`src/rtl/snake_pkg.sv`:
```
// Shared direction codes and helpers for the snake input path.
// Codes 1..4 run clockwise, so opposite headings differ by two.
package snake_pkg;

  localparam int DIR_W = 3;

  localparam logic [DIR_W-1:0] DIR_UP    = 3'd1;
  localparam logic [DIR_W-1:0] DIR_RIGHT = 3'd2;
  localparam logic [DIR_W-1:0] DIR_DOWN  = 3'd3;
  localparam logic [DIR_W-1:0] DIR_LEFT  = 3'd4;

  function automatic logic is_opposite(
    input logic [DIR_W-1:0] a,
    input logic [DIR_W-1:0] b
  );
    logic [DIR_W-1:0] d;
    d = (a > b) ? a - b : b - a;
    return d == 3'd2;
  endfunction

endpackage

```
`src/rtl/button_debounce.sv`:
```
// Synchronize, debounce and edge-detect one raw push button.
// press_edge pulses once per debounced press; release is silent.
module button_debounce #(
  parameter int DEBOUNCE_CYCLES = 250000
) (
  input  logic clock,
  input  logic reset,
  input  logic btn,
  output logic press_edge
);

  localparam int CW =
    (DEBOUNCE_CYCLES > 1) ? $clog2(DEBOUNCE_CYCLES) : 1;
  localparam logic [CW-1:0] LAST = CW'(DEBOUNCE_CYCLES - 1);

  logic          r_s1;
  logic          r_s2;
  logic          r_lvl;
  logic          r_edge;
  logic [CW-1:0] r_cnt;
  logic          w_diff;
  logic          w_flip;

  assign w_diff     = r_s2 ^ r_lvl;
  assign w_flip     = w_diff && (r_cnt == LAST);
  assign press_edge = r_edge;

  always_ff @(posedge clock or posedge reset) begin
    if (reset) begin
      r_s1   <= 1'b0;
      r_s2   <= 1'b0;
      r_lvl  <= 1'b0;
      r_edge <= 1'b0;
      r_cnt  <= '0;
    end else begin
      r_s1   <= btn;
      r_s2   <= r_s1;
      r_edge <= w_flip & r_s2;
      if (w_flip) begin
        r_lvl <= r_s2;
        r_cnt <= '0;
      end else if (w_diff) begin
        r_cnt <= r_cnt + 1'b1;
      end else begin
        r_cnt <= '0;
      end
    end
  end

endmodule

```
`src/rtl/snake_move_input.sv`:
```
// Turns four debounced direction buttons into the committed move word.
// Reversals are refused; heading changes commit only on step_tick.
module snake_move_input
  import snake_pkg::*;
#(
  parameter int DEBOUNCE_CYCLES = 250000,
  parameter int RESET_MOVE      = 2
) (
  input  logic        clock,
  input  logic        reset,
  input  logic        btn_up,
  input  logic        btn_right,
  input  logic        btn_down,
  input  logic        btn_left,
  input  logic        step_tick,
  output logic [31:0] move,
  output logic        pending_valid,
  output logic        rejected
);

  localparam logic [DIR_W-1:0] RST_MOVE = DIR_W'(RESET_MOVE);

  logic [3:0]       w_edge;
  logic             w_press;
  logic [DIR_W-1:0] w_dir;
  logic             w_commit;
  logic [DIR_W-1:0] w_head;
  logic             w_opp;

  logic [DIR_W-1:0] r_move;
  logic [DIR_W-1:0] r_pend;
  logic             r_pend_valid;
  logic             r_rej;

  button_debounce #(.DEBOUNCE_CYCLES(DEBOUNCE_CYCLES)) u_up (
    .clock(clock), .reset(reset),
    .btn(btn_up), .press_edge(w_edge[0])
  );
  button_debounce #(.DEBOUNCE_CYCLES(DEBOUNCE_CYCLES)) u_right (
    .clock(clock), .reset(reset),
    .btn(btn_right), .press_edge(w_edge[1])
  );
  button_debounce #(.DEBOUNCE_CYCLES(DEBOUNCE_CYCLES)) u_down (
    .clock(clock), .reset(reset),
    .btn(btn_down), .press_edge(w_edge[2])
  );
  button_debounce #(.DEBOUNCE_CYCLES(DEBOUNCE_CYCLES)) u_left (
    .clock(clock), .reset(reset),
    .btn(btn_left), .press_edge(w_edge[3])
  );

  // Fixed priority: up > right > down > left; losers are dropped silently.
  always_comb begin
    w_press = 1'b1;
    w_dir   = DIR_UP;
    if (w_edge[0])      w_dir = DIR_UP;
    else if (w_edge[1]) w_dir = DIR_RIGHT;
    else if (w_edge[2]) w_dir = DIR_DOWN;
    else if (w_edge[3]) w_dir = DIR_LEFT;
    else                w_press = 1'b0;
  end

  assign w_commit = step_tick & r_pend_valid;
  assign w_head   = w_commit ? r_pend : r_move;
  assign w_opp    = is_opposite(w_dir, w_head);

  always_ff @(posedge clock or posedge reset) begin
    if (reset) begin
      r_move       <= RST_MOVE;
      r_pend       <= '0;
      r_pend_valid <= 1'b0;
      r_rej        <= 1'b0;
    end else begin
      r_rej <= w_press & w_opp;
      if (w_commit) begin
        r_move       <= r_pend;
        r_pend_valid <= 1'b0;
      end
      if (w_press && !w_opp) begin
        r_pend       <= w_dir;
        r_pend_valid <= 1'b1;
      end
    end
  end

  assign move          = {{(32-DIR_W){1'b0}}, r_move};
  assign pending_valid = r_pend_valid;
  assign rejected      = r_rej;

endmodule

```
`config.mk`:
```
export PLATFORM = sky130hd
export DESIGN_NAME = snake_move_input
export DESIGN_NICKNAME = d
export VERILOG_FILES = /design/src/rtl/snake_pkg.sv /design/src/rtl/button_debounce.sv /design/src/rtl/snake_move_input.sv
export SDC_FILE = /design/constraint.sdc
export NUM_CORES = 1
export LEC_CHECK = 0
export CORE_ASPECT_RATIO = 0.6
export CORE_MARGIN = 2
export CORE_UTILIZATION = 45
export DETAILED_ROUTE_END_ITERATION = 8
export PLACE_DENSITY = 0.73
export SLEW_MARGIN = 20
export SYNTH_ARGS = -nofsm -noshare
export SYNTH_HDL_FRONTEND = slang
export SYNTH_HIERARCHICAL = 1
export SYNTH_SLANG_ARGS = --single-unit
```
`constraint.sdc`:
```
create_clock -name clock -period 2.8 [get_ports clock]
set_clock_uncertainty 0.05 [all_clocks]
set_input_delay 0.56 -clock clock [delete_from_list [all_inputs] [get_ports clock]]
set_output_delay 0.56 -clock clock [all_outputs]
set_load 0.01 [all_outputs]
```
# Yosys cells after proc, flatten, opt, wreduce, memory -nomap -nowiden
# Index checks and enable logic that the tools add are counted.
# W data, S select, Z words.
[word_totals]
output_inout_bits = 34
wordCells = 73
regBits = 96
inputBits = 7
[classes]
bitwise_logic = 10
n_addsub = 6
n_eq_ne = 5
reduce_logical = 7
n_mux = 20
magnitude_cmp = 1
[op_table]
columns = ["op", "n"]
rows = [
  ["$mux W18", 8],
  ["$add A18 B1 Y18 const B", 4],
  ["$eq A18 B18 Y1 const B", 4],
  ["$mux W3", 6],
  ["$and A1 B1 Y1", 6],
  ["$mux W1", 6],
  ["$sub A3 B3 Y3", 2],
  ["$logic_and A1 B1 Y1", 5],
  ["$xor A1 B1 Y1", 4],
  ["$eq A3 B2 Y1 const B", 1],
  ["$gt A3 B3 Y1", 1],
  ["$reduce_bool A2 Y1", 1],
  ["$logic_not A1 Y1", 1],
]

# Depth between registers and ports, before layout
# Gate-level depths: netlist of the first run.
[depth]
ltp_word = 10
mapped_depth = 7
mapped_depth_nobuf = 7

# By module
# The synthesis of the first run kept the hierarchy.
[by_module_without_submodules]
columns = ["mod", "seq_area_each_um2", "area_each_um2", "n_inst", "cells_per_inst"]
rows = [
  ["button_debounce (u_down ...)", 550.5, 1119.8, 3, 103],
  ["button_debounce (u_left)", 550.5, 1064.8, 1, 104],
  ["snake_move_input", 201.4, 718.2, 1, 79],
]

# Least setup slack after synthesis of the first run
# No wires, ideal clock.
[synth_path]
kind = "input to register"
startpoint = "input port step_tick"
endpoint = "register r_pend[0]"
required_time_ps = 2630
path_slack_ps = 731
setup_ps = 120
stages = 6
n_path_buf = 0
arrival_time_ps = 1899
cell_sequence = "nand2_1 mux2_2 ha_1 nor2b_1 o221a_2 o211a_1"
[synth_via]
elab_chain_cells = 7
word_cells_on_any_way = 9
classes_between = "add/sub: 2; order compare: 1; eq/ne: 1; mux: 2; bitwise: 1; reduce/logical: 2"
[synth_rtl]
columns = ["element", "line_no", "source"]
rows = [
  ["start: declaration", "snake_move_input.sv:15", "input logic step_tick,"],
  ["$and A1 B1 Y1 (*)", "snake_move_input.sv:63", "assign w_commit = step_tick & r_pend_valid;"],
  ["$mux W3 (*)", "n/a", ""],
  ["via w_head[1]", "snake_move_input.sv:27", "logic [DIR_W-1:0] w_head;"],
  ["$sub A3 B3 Y3 / $gt A3 B3 Y1 (equally long branches)", "snake_pkg.sv:17", "d = (a > b) ? a - b : b - a;"],
  ["$mux W3 (*)", "snake_pkg.sv:17", ""],
  ["$eq A3 B2 Y1 (*)", "snake_pkg.sv:18", "return d == 3'd2;"],
  ["$logic_not A1 Y1 (*)", "snake_move_input.sv:79", "if (w_press && !w_opp) begin"],
  ["$logic_and A1 B1 Y1 (*)", "snake_move_input.sv:79", ""],
  ["end signal: assignment", "snake_move_input.sv:80", "r_pend <= w_dir;"],
  ["end: declaration", "snake_move_input.sv:31", "logic [DIR_W-1:0] r_pend;"],
]
# The timed path passes the listed nets; every way through them passes the cells marked *.
# A chain may end at the register's enable or synchronous reset.

# Final worst setup path of the first run
# Ends and elaborated chain as after synthesis.

==> results.md, run 1 <==
Detailed routing:
- The DRC violation count after routing is 0.
- The via density per instance is 5.29.
- The detailed router finished its first iteration with 228 violations.
- The number of nets still failing antenna checks after routing is 0.
- The number of optimization iterations in the first detailed-route pass is 4.
- Summed over all layers, the routed wires come to 9360 µm.
- The wire length per cell after detailed routing is 14.3 µm.
- The count of vias placed by the detailed router is 3,473.

Die:
- The number of placement rows is 30.
- The floorplan step set the die width to 142 µm.
- The number of placed I/O pins is 41.
- In this run the vertical extent of the chip is 86.8 µm.
- The area of the die is 12,300 µm².
- The core region is 11,200 µm².
- The initial utilization of the core area, before any placement, comes to 45.8%.

Worst setup path:
- The biggest fanout along the worst timing path is 5.
- At the worst endpoint, the arrival time is 2460 ps.
- The kind of critical path is in2reg.
- The data required time at the worst endpoint is 2980 ps.
- The sort of element at the end of the critical path is a flop.
- The worst setup path is launched from an input port.

Yosys:
- Yosys mapped the design onto 41 distinct sky130hd cell types.
- The fraction of synthesized cell area taken by the top area cell type is 46.2%.
- The cell count after synthesis came out at 492.
- A synthesized cell averages 10.5 µm².
- Summing every instance area after synthesis gives 5140 µm².
- In this run, synthesis produced a sequential element count of 96.
- The leading cell type by number of instances after synthesis is sky130_fd_sc_hd__dfrtp_1.
- The async set or reset register ratio after synthesis is 100%.
- Counting instances in the post-synthesis netlist gives the leading cell types as 95 x sky130_fd_sc_hd__dfrtp_1, 65 x sky130_fd_sc_hd__nor2_1, 47 x sky130_fd_sc_hd__xnor2_1.
- The number of enable-type register cells in the synthesized netlist is 0.
- By area the synthesized netlist is led by sky130_fd_sc_hd__dfrtp_1 46%, sky130_fd_sc_hd__xnor2_1 8.0%, sky130_fd_sc_hd__nor2_1 4.7%.
- Among all flip-flop cells after synthesis, the most frequent one is sky130_fd_sc_hd__dfrtp_1.
- The library cell with the largest summed area after synthesis is sky130_fd_sc_hd__dfrtp_1.
- The proportion of synthesized chip area in sequential cells is 46.7%.
- The Yosys warning count is 6.

Global route:
- The maximum number of pins on one net before global-route repair is 23.
- The total overflow left after global routing is 0.
- The number of antenna violations at the first check in global routing came to 0.
- The first global-routing pass estimated 16,100 µm of wire.
- The global routing usage summed across all routing layers is 16.4%.
- The number of global-route vias before repair came to 3,256.

STA:
- The max-slew violation count came to 0.
- The worst path uses 81.2% of the clock period.
- In this run the tightest slew margin relative to its limit is 44.8%.
- The final hold violation count is 0.
- The setup TNS is 0 ps.
- The shortest period the worst path allows is 2270 ps.
- The transition time of the tightest slew-check pin is 827 ps.
- Based on the critical path, the design can be clocked at up to 440 MHz.
- Setup violations remaining at the end of the flow were counted as 0.
- Setup repair after global routing left no endpoint under its margin.

Placed design:
- The total placed cells including tap cells is 640.
- The number of port buffers is 11.
- The detailed-placement wirelength estimate is 6680 µm.
- The final weighted congestion in routability-driven placement is 0.782.

Layout:
- Counting the fill cells in the layout gives 984.
- Leaving out filler cells and counting taps, the final layout contains 656.
- The area used by multi-input combinational logic is 2480 µm².
- The area growth from synthesis to layout is 8.71%.
- For this run, the post-layout net count is 522.
- In the final layout, the share of cells above drive strength 1 is 12.3%.
- The number of inserted diodes is 0.
- The storage element area is 2400 µm².
- The utilization after layout is 49.8%.

Clocking:
- CTS built an H-tree with a depth of 3.
- The number of buffers on the longest clock path is 2.
- The clock tree root driver cell is sky130_fd_sc_hd__clkbuf_16.
- After clock tree synthesis, the setup repair step added 0 buffers.
- The post-cts gate resize count is 0.
- The hold buffer count at CTS is 0.
- The number of clock buffers inserted by TritonCTS is 9.
- The clock slew at the register clock pins of the worst setup and hold paths is 70 ps.
- TritonCTS built the clock tree.
- Clock tree synthesis found a total of 96 sinks.
- For the worst-skew pair, the clock arrives at the later sink with an insertion delay of 350 ps.

Flow run:
- The reported max-cap violation count is 0.

Power:
- In this run the static leakage power is 2.33 nW.
- The cell area power density is 506 nW/µm².
- The worst ir drop on vdd is 0.278 mV.
- The design draws 2.83 mW.

Hold path:
- The tightest min-delay check is of the reg2reg type.

Outcome:
- The run finished with clean final reports.
## per-layer routing
metal	track usage (%)	share of wire, %
met1	24.1	51
met2	24.1	44
met3	3.70	3.7
met4	5.55	1.3
met5	0	0
## cell usage in the layout (no fill, tap or decap), types with 7 or more instances in the layout
cell,instances
sky130_fd_sc_hd__clkbuf_16,9
sky130_fd_sc_hd__nand4_2,7
sky130_fd_sc_hd__nand2_1,20
sky130_fd_sc_hd__xnor2_1,47
sky130_fd_sc_hd__nand4_1,18
sky130_fd_sc_hd__xor2_1,16
sky130_fd_sc_hd__nor3_1,21
sky130_fd_sc_hd__dfrtp_1,95
sky130_fd_sc_hd__nor4_2,19
sky130_fd_sc_hd__and4_1,8
sky130_fd_sc_hd__nor2_1,65
sky130_fd_sc_hd__nand3_1,28
sky130_fd_sc_hd__nor2b_1,16
sky130_fd_sc_hd__conb_1,29
sky130_fd_sc_hd__and3_1,8
sky130_fd_sc_hd__clkdlybuf4s50_1,11
sky130_fd_sc_hd__inv_1,23
sky130_fd_sc_hd__ha_1,8
## kinds of logic after synthesis
group                    synth area share [%]
AND/OR/NAND/NOR                          27.9
flip-flops                               46.7
XOR/XNOR                                 10.7
buffers and inverters                    7.13
AO/OA/AOI/OAI                            2.97
multiplexers                             2.48
adder cells (fa/ha/maj)                  1.95
other                                  0.0729
## metrics by stage
stage | setup slack [ps] | hold slack (ps) | area (µm²)
floorplan | 731 | 281 | 5250
global placement | 224 | 283 | 5280
detailed placement | 186 | 289 | 5280
CTS | 547 | 302 | 5590
global route | 479 | 315 | 5590
finish | 526 | 303 | 5590
## final timing paths
check                               from         endpoint  slack (ps)  depth (start not counted)
setup / recovery               step_tick        r_pend[0]         530                          7
hold / removal               u_down/r_s1      u_down/r_s2         300                          0
setup reg to reg           pending_valid        r_pend[0]         790                          6
hold reg to reg              u_down/r_s1      u_down/r_s2         300                          0
max in group asynchronous          reset  u_left/r_cnt[1]        1390                          2
min in group asynchronous          reset        r_pend[2]         590                          2
## registers in the layout, summed over array words and instances, names as in the netlist, 3 cells and up
signal	count
r_move	3
r_pend	3
u_down/r_cnt	18
u_left/r_cnt	18
u_right/r_cnt	18
u_up/r_cnt	18
## where the power goes
group / switching [mW] / internal, mW / total, mW
sequential: 0.0263 / 1.41 / 1.44
clock: 0.538 / 0.731 / 1.27
combinational: 0.0866 / 0.0351 / 0.122
## critical path: stages
cell and delay [ps]:
sky130_fd_sc_hd__clkdlybuf4s50_1 420, sky130_fd_sc_hd__nand2_1 140, sky130_fd_sc_hd__mux2_2 390, sky130_fd_sc_hd__ha_1 200, sky130_fd_sc_hd__nor2b_1 170, sky130_fd_sc_hd__o221a_2 340
sky130_fd_sc_hd__o211a_1 230
## layout make-up
| cell class | count | area share (%) |
|---|---|---|
| inverter | 24 | 1.61 |
| multi-input combinational | 363 | 44.3 |
| tap | 144 | 3.22 |
| timing repair buffer | 13 | 2.24 |
| sequential | 96 | 43.0 |
| clock buffer | 10 | 4.27 |
| clock inverter | 6 | 1.34 |
No activity file was read; power rests on OpenSTA's default activity.
==> run 2, diff against run 1 <==
- clock period: 2.8 -> 2.3 ns (I/O delays scaled with it)
==> run 2 against run 1 <==
  * Via count is 0.89% higher
  * Routed wire length rose by 0.79%
  * Register-to-register slack lost 520 ps
  * Critical path type unchanged
  * Sequential power increased by 22%
  * Non-clock buffer count increased by 11
  * Core utilization increased by 0.65 points
  * Hold slack got worse by 0.58 ps
  * Global-route usage grew 0.26 points
==> results.md, run 2 (same netlist as run 1, synthesis figures left out) <==
Placed design:
- The final weighted congestion in routability-driven placement came to 0.841 (+7.6%).
- The number of port buffers is 11 (unchanged).
- The worst slack at placement was -227 ps (-413 ps).
- The detailed-placement wirelength estimate is 6750 µm (+1.1%).

Layout:
- The top cell types in the final layout, fill and taps aside, are 95 x sky130_fd_sc_hd__dfrtp_1, 65 x sky130_fd_sc_hd__nor2_1, 47 x sky130_fd_sc_hd__xnor2_1.
- The proportion of layout cells with a drive suffix above 1 is 14.1% (+1.8 points).
- The storage element area is 2400 µm² (unchanged).
- The area used by multi-input combinational logic is 2480 µm² (unchanged).
- The net count of the finished layout is 533 (+2.1%).
- The number of inserted diodes came to 0 (unchanged).
- The leading cell type in the layout, fill and taps excluded is sky130_fd_sc_hd__dfrtp_1.
- The area growth from synthesis to layout is 10.1%.
- The final-layout fill cell count is 963 (-2.1%).

Power:
- The switching portion of total power was 23.3% (+0.27 points).
- The share of total power in sequential cells was 51.0% (+0.2 points).
- The total internal power is 2.63 mW (+21%).
- The switching power of the nets is 0.798 mW (+23%).
- The share of power burned in the clock network was 44.1% (-0.8 points).
- The static power due to leakage is 2.38 nW (+1.9%).
- The worst ir drop on vdd is 0.298 mV (+7.3%).
- The relative contribution of combinational cells to total power came to 4.9% (+0.6 points).
- The overall power after layout is 3.43 mW (+21%).
- The cell area power density came to 605 nW/µm² (+20%).

Worst setup path:
- The biggest fanout along the worst timing path is 5 (unchanged).
- The cell depth of the worst flop-to-flop path is 6 (unchanged).
- The peak per-stage delay on the critical path was 420 ps (about the same).
- The highest-delay cell along the critical path is sky130_fd_sc_hd__clkdlybuf4s50_1.
- The arrival time at the worst endpoint is 2360 ps (-100 ps).
- The data required time at the worst endpoint was 2480 ps (-500 ps).
- Walking the worst path, the cells encountered are clkdlybuf4s50_1, nand2_1, mux2_2, ha_1, nor2b_1, o221a_2, o211a_1.
- The kind of critical path is in2reg.
- The worst setup path is captured at a flop.
- The category of the worst setup path launch point is an input port.

Clocking:
- The CTS tree is yes.
- The hold buffer count at CTS came to 0 (unchanged).
- The clock latency reported for the late side of the worst-skew pair came to 340 ps (about the same).
- The clock slew at the register clock pins of the worst setup and hold paths is 70 ps (about the same).
- The total clock sinks was 96 (unchanged).
- The post-cts gate resize count is 0 (unchanged).
- The buffer count from post-CTS setup fixing is 0 (unchanged).
- The maximum level of the CTS H-tree was 3 (unchanged).
- The number of buffers on the longest clock path is 2 (unchanged).
- The clock tree root driver cell is sky130_fd_sc_hd__clkbuf_16.
- The number of clock buffers inserted by TritonCTS was 9 (unchanged).

Die:
- The width of the die was 142 µm (unchanged).
- The number of placement rows came to 30 (unchanged).
- The number of placed I/O pins is 41 (unchanged).
- The die span in y is 86.8 µm (unchanged).
- The effective utilization at floorplan was 45.8% (unchanged).
- The total core area is 11,200 µm² (unchanged).
- The area of the die is 12,300 µm² (unchanged).

Global route:
- The maximum number of pins on one net before global-route repair is 23 (unchanged).
- The number of antenna violations at the first check in global routing is 0 (unchanged).
- The global routing usage summed across all routing layers is 16.7% (+0.26 points).
- The wire length of the first global-routing pass is 16,300 µm (+1.5%).
- The number of global-route vias before repair came to 3,396 (+4.3%).
- The sum of overflow across all layers after global routing is 0 (unchanged).

STA:
- Setup repair after global routing left no endpoint under its margin.
- The shortest period the worst path allows is 2190 ps.
- The final hold violation count came to 0 (unchanged).
- The final critical path takes up 95.0% of the cycle.
- The achievable frequency is 458 MHz.
- The headroom to the max-slew limit is 64.3% (+20 points).
- The transition time of the tightest slew-check pin is 530 ps (-296 ps).
- The number of setup violations in the final report came to 0 (unchanged).
- The worst hold slack across all endpoints is 303 ps (-0.584 ps).
- The setup TNS was 0 ps (unchanged).
- The max-slew violation count is 0 (unchanged).
- The final setup slack of the worst path is 114 ps (-411 ps).

Outcome:
- The flow ran to the end, and the final reports show no timing, DRC or antenna violations.

Flow run:
- The reported max-cap violation count is 0 (unchanged).

Detailed routing:
- The number of nets still failing antenna checks after routing is 0 (unchanged).
- The number of optimization iterations in the first detailed-route pass is 4 (unchanged).
- The number of design-rule violations left by the first detailed-router iteration is 280 (+23%).
- The wire length after detailed routing is 9430 µm (+0.79%).
- The via density per instance came to 5.25 (-0.77%).
- The count of vias placed by the detailed router is 3,504 (+0.89%).
- The wire length per cell after detailed routing came to 14.1 µm (-0.87%).
- The DRC violation count after routing was 0 (unchanged).

Hold path:
- The hold-critical path depth came to 0 (unchanged).
- The min-delay analysis places its worst path in the category reg2reg.
run 2: changes by cell type in the layout (fill, tap and decap cells not counted):
cell                         delta
sky130_fd_sc_hd__buf_4         +11
sky130_fd_sc_hd__clkbuf_8       -1
sky130_fd_sc_hd__clkinv_2       +1
sky130_fd_sc_hd__clkinvlp_4     +1
sky130_fd_sc_hd__inv_6          -1
run 2: worst paths after layout:
| kind | start | end | slack [ps] |
|---|---|---|---|
| setup reg to reg | pending_valid | r_pend[0] | 270 |
| setup / recovery | step_tick | r_pend[0] | 110 |
| min in group asynchronous | reset | u_left/press_edge | 370 |
| hold reg to reg | u_up/r_s1 | u_up/r_s2 | 300 |
| max in group asynchronous | reset | u_left/r_cnt[6] | 1360 |
| hold / removal | u_up/r_s1 | u_up/r_s2 | 300 |
run 2: routing by layer:
| metal | wire (µm) | vias up | GRT usage [%] |
|---|---|---|---|
| li1 | - | 1700 | - |
| met1 | 4870 | 1702 | 24.1 |
| met2 | 4070 | 84 | 24.5 |
| met3 | 345 | 18 | 4.31 |
| met4 | 148 | 0 | 5.45 |
| met5 | 0 | - | 0 |
run 2: layout make-up:
class                           instances  area share, %
Inverter                               24           1.59
Multi-Input combinational cell        363           43.7
Sequential cell                        96           42.4
Clock inverter                          7           1.39
Tap cell                              144           3.18
Timing Repair Buffer                   24           3.67
Clock buffer                            9           3.98
run 2: worst max-delay path: cells and delay by family:
kind,cells,cell delay (ps)
buffers and inverters,1,420
AOI/OAI and AO/OA,2,560
adders and majority gates,1,220
and+or+nand+nor,2,300
muxes,1,400
run 2: power groups by stage:
stage               Clock (mW)  Sequential (mW)  Combinational, mW
finish                    1.51             1.75              0.168
global route              1.63             1.75              0.191
CTS                       1.55             1.75              0.170
detailed placement           0             1.78              0.169
global placement             0             1.78              0.162
floorplan                    0             1.77              0.145
run 2: per-stage QoR:
step | util, % | cells | instance area [µm²]
after floorplan | - | 520 | 5250
after global placement | 47.7 | 651 | 5360
after detailed placement | 47.7 | 651 | 5360
after CTS | 50.5 | 667 | 5660
after global routing | 50.5 | 667 | 5660
final | 50.5 | 667 | 5660
==> run 3, diff against run 2 <==
- CORE_MARGIN: 2 -> not set
- SKIP_LAST_GASP: not set -> 1
==> run 3 against run 2 <==
  * First-iteration DRC count increased by 4.6%
  * Critical path type unchanged
  * Hold slack got worse by 6.6 ps
  * Non-clock buffer count increased by 4
  * Combinational power increased by 3%
  * Design area increased by 0.91%
  * Sequential share of layout area decreased by 0.38 points
==> results.md, run 3 (same netlist as run 1, synthesis figures left out) <==
Outcome:
- The run finished with clean final reports.

Global route:
- The number of antenna violations at the first check in global routing is 0 (unchanged).
- The number of global-route vias before repair is 3,451 (+1.6%).
- The wire length of the first global-routing pass is 16,700 µm (+2.2%).
- The maximum number of pins on one net before global-route repair is 23 (unchanged).
- The sum of overflow across all layers after global routing is 0 (unchanged).
- The global routing usage summed across all routing layers came to 17.9% (+1.2 points).

Layout:
- The area used by multi-input combinational logic came to 2480 µm² (+0.25%).
- The number of inserted diodes was 0 (unchanged).
- The final-layout fill cell count is 923 (-4.2%).
- Leaving out fill and tap cells, the most frequent cells in the layout are 95 x sky130_fd_sc_hd__dfrtp_1, 65 x sky130_fd_sc_hd__nor2_1, 47 x sky130_fd_sc_hd__xnor2_1.
- The synthesis-to-finish area growth is 11.1%.
- The proportion of layout cells with a drive suffix above 1 is 15.2% (+1.0 points).
- The net count of the finished layout came to 537 (+0.75%).
- The storage element area is 2400 µm² (unchanged).
- The library cell used most frequently in the layout, excluding fill and tap cells, is sky130_fd_sc_hd__dfrtp_1.

Clocking:
- The post-cts gate resize count was 0 (unchanged).
- The number of buffers on the longest clock path is 2 (unchanged).
- The number of clock buffers inserted by TritonCTS was 9 (unchanged).
- The clock latency reported for the late side of the worst-skew pair is 350 ps (about the same).
- The CTS tree is yes.
- The buffer count from post-CTS setup fixing came to 0 (unchanged).
- The hold buffer count at CTS is 0 (unchanged).
- The maximum level of the CTS H-tree is 3 (unchanged).
- The clock tree root driver cell is sky130_fd_sc_hd__clkbuf_16.
- The clock slew at the register clock pins of the worst setup and hold paths is 70 ps (about the same).
- The total clock sinks is 96 (unchanged).

STA:
- The shortest period the worst path allows was 2210 ps (+27.1 ps).
- The achievable frequency was 452 MHz (-1.2%).
- The headroom to the max-slew limit is 64.2% (-0.14 points).
- The final clock period utilization by the worst path is 96.2% (+1.2 points).
- The final setup slack of the worst path is 87.2 ps (-27.1 ps).
- The transition time of the tightest slew-check pin is 532 ps (+2.10 ps).
- The max-slew violation count is 0 (unchanged).
- The final hold violation count was 0 (unchanged).
- Setup repair after global routing left no endpoint under its margin.
- The number of setup violations in the final report was 0 (unchanged).

Die:
- The number of placed I/O pins came to 41 (unchanged).
- The die span in y is 84.8 µm (-2.3%).
- The width of the die is 140 µm (-1.4%).
- The number of placement rows came to 29 (-3.3%).
- The effective utilization at floorplan came to 47.4% (+1.6 points).
- The total core area was 10,800 µm² (-3.3%).
- The area of the die is 11,900 µm² (-3.7%).

Worst setup path:
- The logic depth of the worst path, buffers included is 8 (+1).
- The buffers plus inverters on the worst setup path was 2 (+1).
- The critical path starts at step_tick.
- The critical path is of the in2reg type.
- The cell depth of the worst flop-to-flop path came to 7 (+1).
- The peak per-stage delay on the critical path came to 480 ps (+60 ps).
- The worst setup slack for register-to-register paths came to 270 ps (about the same).
- On the critical path the largest part of the delay comes from buffers and inverters.
- The sort of element at the end of the critical path is a flop.
- The capturing instance or port of the critical path is r_pend[2].
- The data required time at the worst endpoint is 2450 ps (-30 ps).
- The biggest fanout along the worst timing path is 5 (unchanged).
- The startpoint of the lowest-slack register-to-register path is pending_valid.
- On the critical path, the stage with the largest delay is an instance of sky130_fd_sc_hd__clkdlybuf4s50_1.
- Traced cell by cell, the critical path runs through clkdlybuf4s50_1, nand2_1, buf_4, mux2i_1, ha_2, mux2i_2, o221a_2, o221ai_1.
- The worst register-to-register path ends at r_pend[2].
- The category of the worst setup path launch point is an input port.
- The arrival time at the worst endpoint is 2370 ps (about the same).

Detailed routing:
- The DRC violation count after routing is 0 (unchanged).
- The number of optimization iterations in the first detailed-route pass is 4 (unchanged).
- The total routed wire length on the met1 layer came to 4940 µm (+1.5%).
- The number of nets still failing antenna checks after routing was 0 (unchanged).
- The total length of routed met3 wires is 440 µm (+28%).
- The number of design-rule violations left by the first detailed-router iteration came to 293 (+4.6%).
- The via density per instance came to 5.37 (+2.3%).
- The count of vias placed by the detailed router is 3,578 (+2.1%).
- The uppermost signal routing layer after detailed routing is met4.
- The wire length after detailed routing is 9650 µm (+2.3%).
- The wire length per cell after detailed routing is 14.5 µm (+2.4%).
- The met2 routed wirelength was 4170 µm (+2.4%).

Power:
- The static power due to leakage is 2.41 nW (+1.6%).
- The overall power after layout is 3.55 mW (+3.7%).
- The cell area power density is 621 nW/µm² (+2.7%).
- The worst ir drop on vdd was 0.448 mV (+50%).

Flow run:
- The reported max-cap violation count was 0 (unchanged).

Placed design:
- The detailed-placement wirelength estimate came to 6980 µm (+3.3%).
- The final weighted congestion in routability-driven placement is 0.834 (-0.89%).
- The worst slack at placement came to -254 ps (-26.8 ps).
- The number of port buffers is 11 (unchanged).

Hold path:
- In this run the most critical hold path is launched from u_down/r_s1.
- The type of the worst min-delay path is reg2reg.
==> run 3: changes by cell type in the layout (fill, tap and decap cells not counted) <==
cell                         delta
sky130_fd_sc_hd__buf_4          +4
sky130_fd_sc_hd__inv_6          +3
sky130_fd_sc_hd__bufinv_16      +1
sky130_fd_sc_hd__inv_8          -1
sky130_fd_sc_hd__clkinvlp_4     -2
sky130_fd_sc_hd__clkinv_4       -1
sky130_fd_sc_hd__ha_1           -1
sky130_fd_sc_hd__mux2i_1        -1
sky130_fd_sc_hd__mux2i_2        +1
sky130_fd_sc_hd__ha_2           +1
==> run 3: final cells by class <==
cell class	instances	share of cell area (%)
inverters	24	1.58
repair buffers	28	4.16
well taps	139	3.04
multi-input cells	363	43.5
flip-flops and latches	96	42.1
clock buffers	9	3.94
clock inverters	7	1.75
==> run 3: per-layer routing <==
layer	global-route usage [%]	up-vias
met5	0	-
met4	5.79	0
met3	5.02	14
met2	25.9	101
met1	25.8	1753
li1	-	1710
==> run 3: power by group <==
group	total, mW	internal, mW	switching [mW]
Sequential	1.75	1.72	0.0309
Clock	1.63	0.966	0.665
Combinational	0.173	0.0622	0.111
==> run 3: worst min-delay path by stage <==
stage / to / slack [ps] / cells past startpoint
after CTS: u_up/r_s2 / 300 / 0
after floorplan: pending_valid / 220 / 1
after detailed placement: u_up/r_s2 / 280 / 0
after global routing: u_down/r_s2 / 310 / 0
final: u_down/r_s2 / 300 / 0
after global placement: u_up/r_s2 / 290 / 0
==> run 3: worst register-to-register path, cell delays in order (launching register included) <==
cell                       delay, ps
sky130_fd_sc_hd__dfrtp_1         390
sky130_fd_sc_hd__nand2_1         140
sky130_fd_sc_hd__buf_4           130
sky130_fd_sc_hd__mux2i_1         230
sky130_fd_sc_hd__ha_2            250
sky130_fd_sc_hd__mux2i_2         260
sky130_fd_sc_hd__o221a_2         300
sky130_fd_sc_hd__o221ai_1        160
==> run 3: through the flow <==
step                      TNS, ps  hold WS [ps]  util, %  cell area [µm²]  std cells
after detailed placement     -988           285     49.6             5380        650
after global placement       -450           287     49.6             5380        650
after CTS                       0           301     52.6             5710        666
after global routing            0           306     52.7             5710        666
after floorplan                 0           225        -             5250        520
final                           0           296     52.7             5710        666
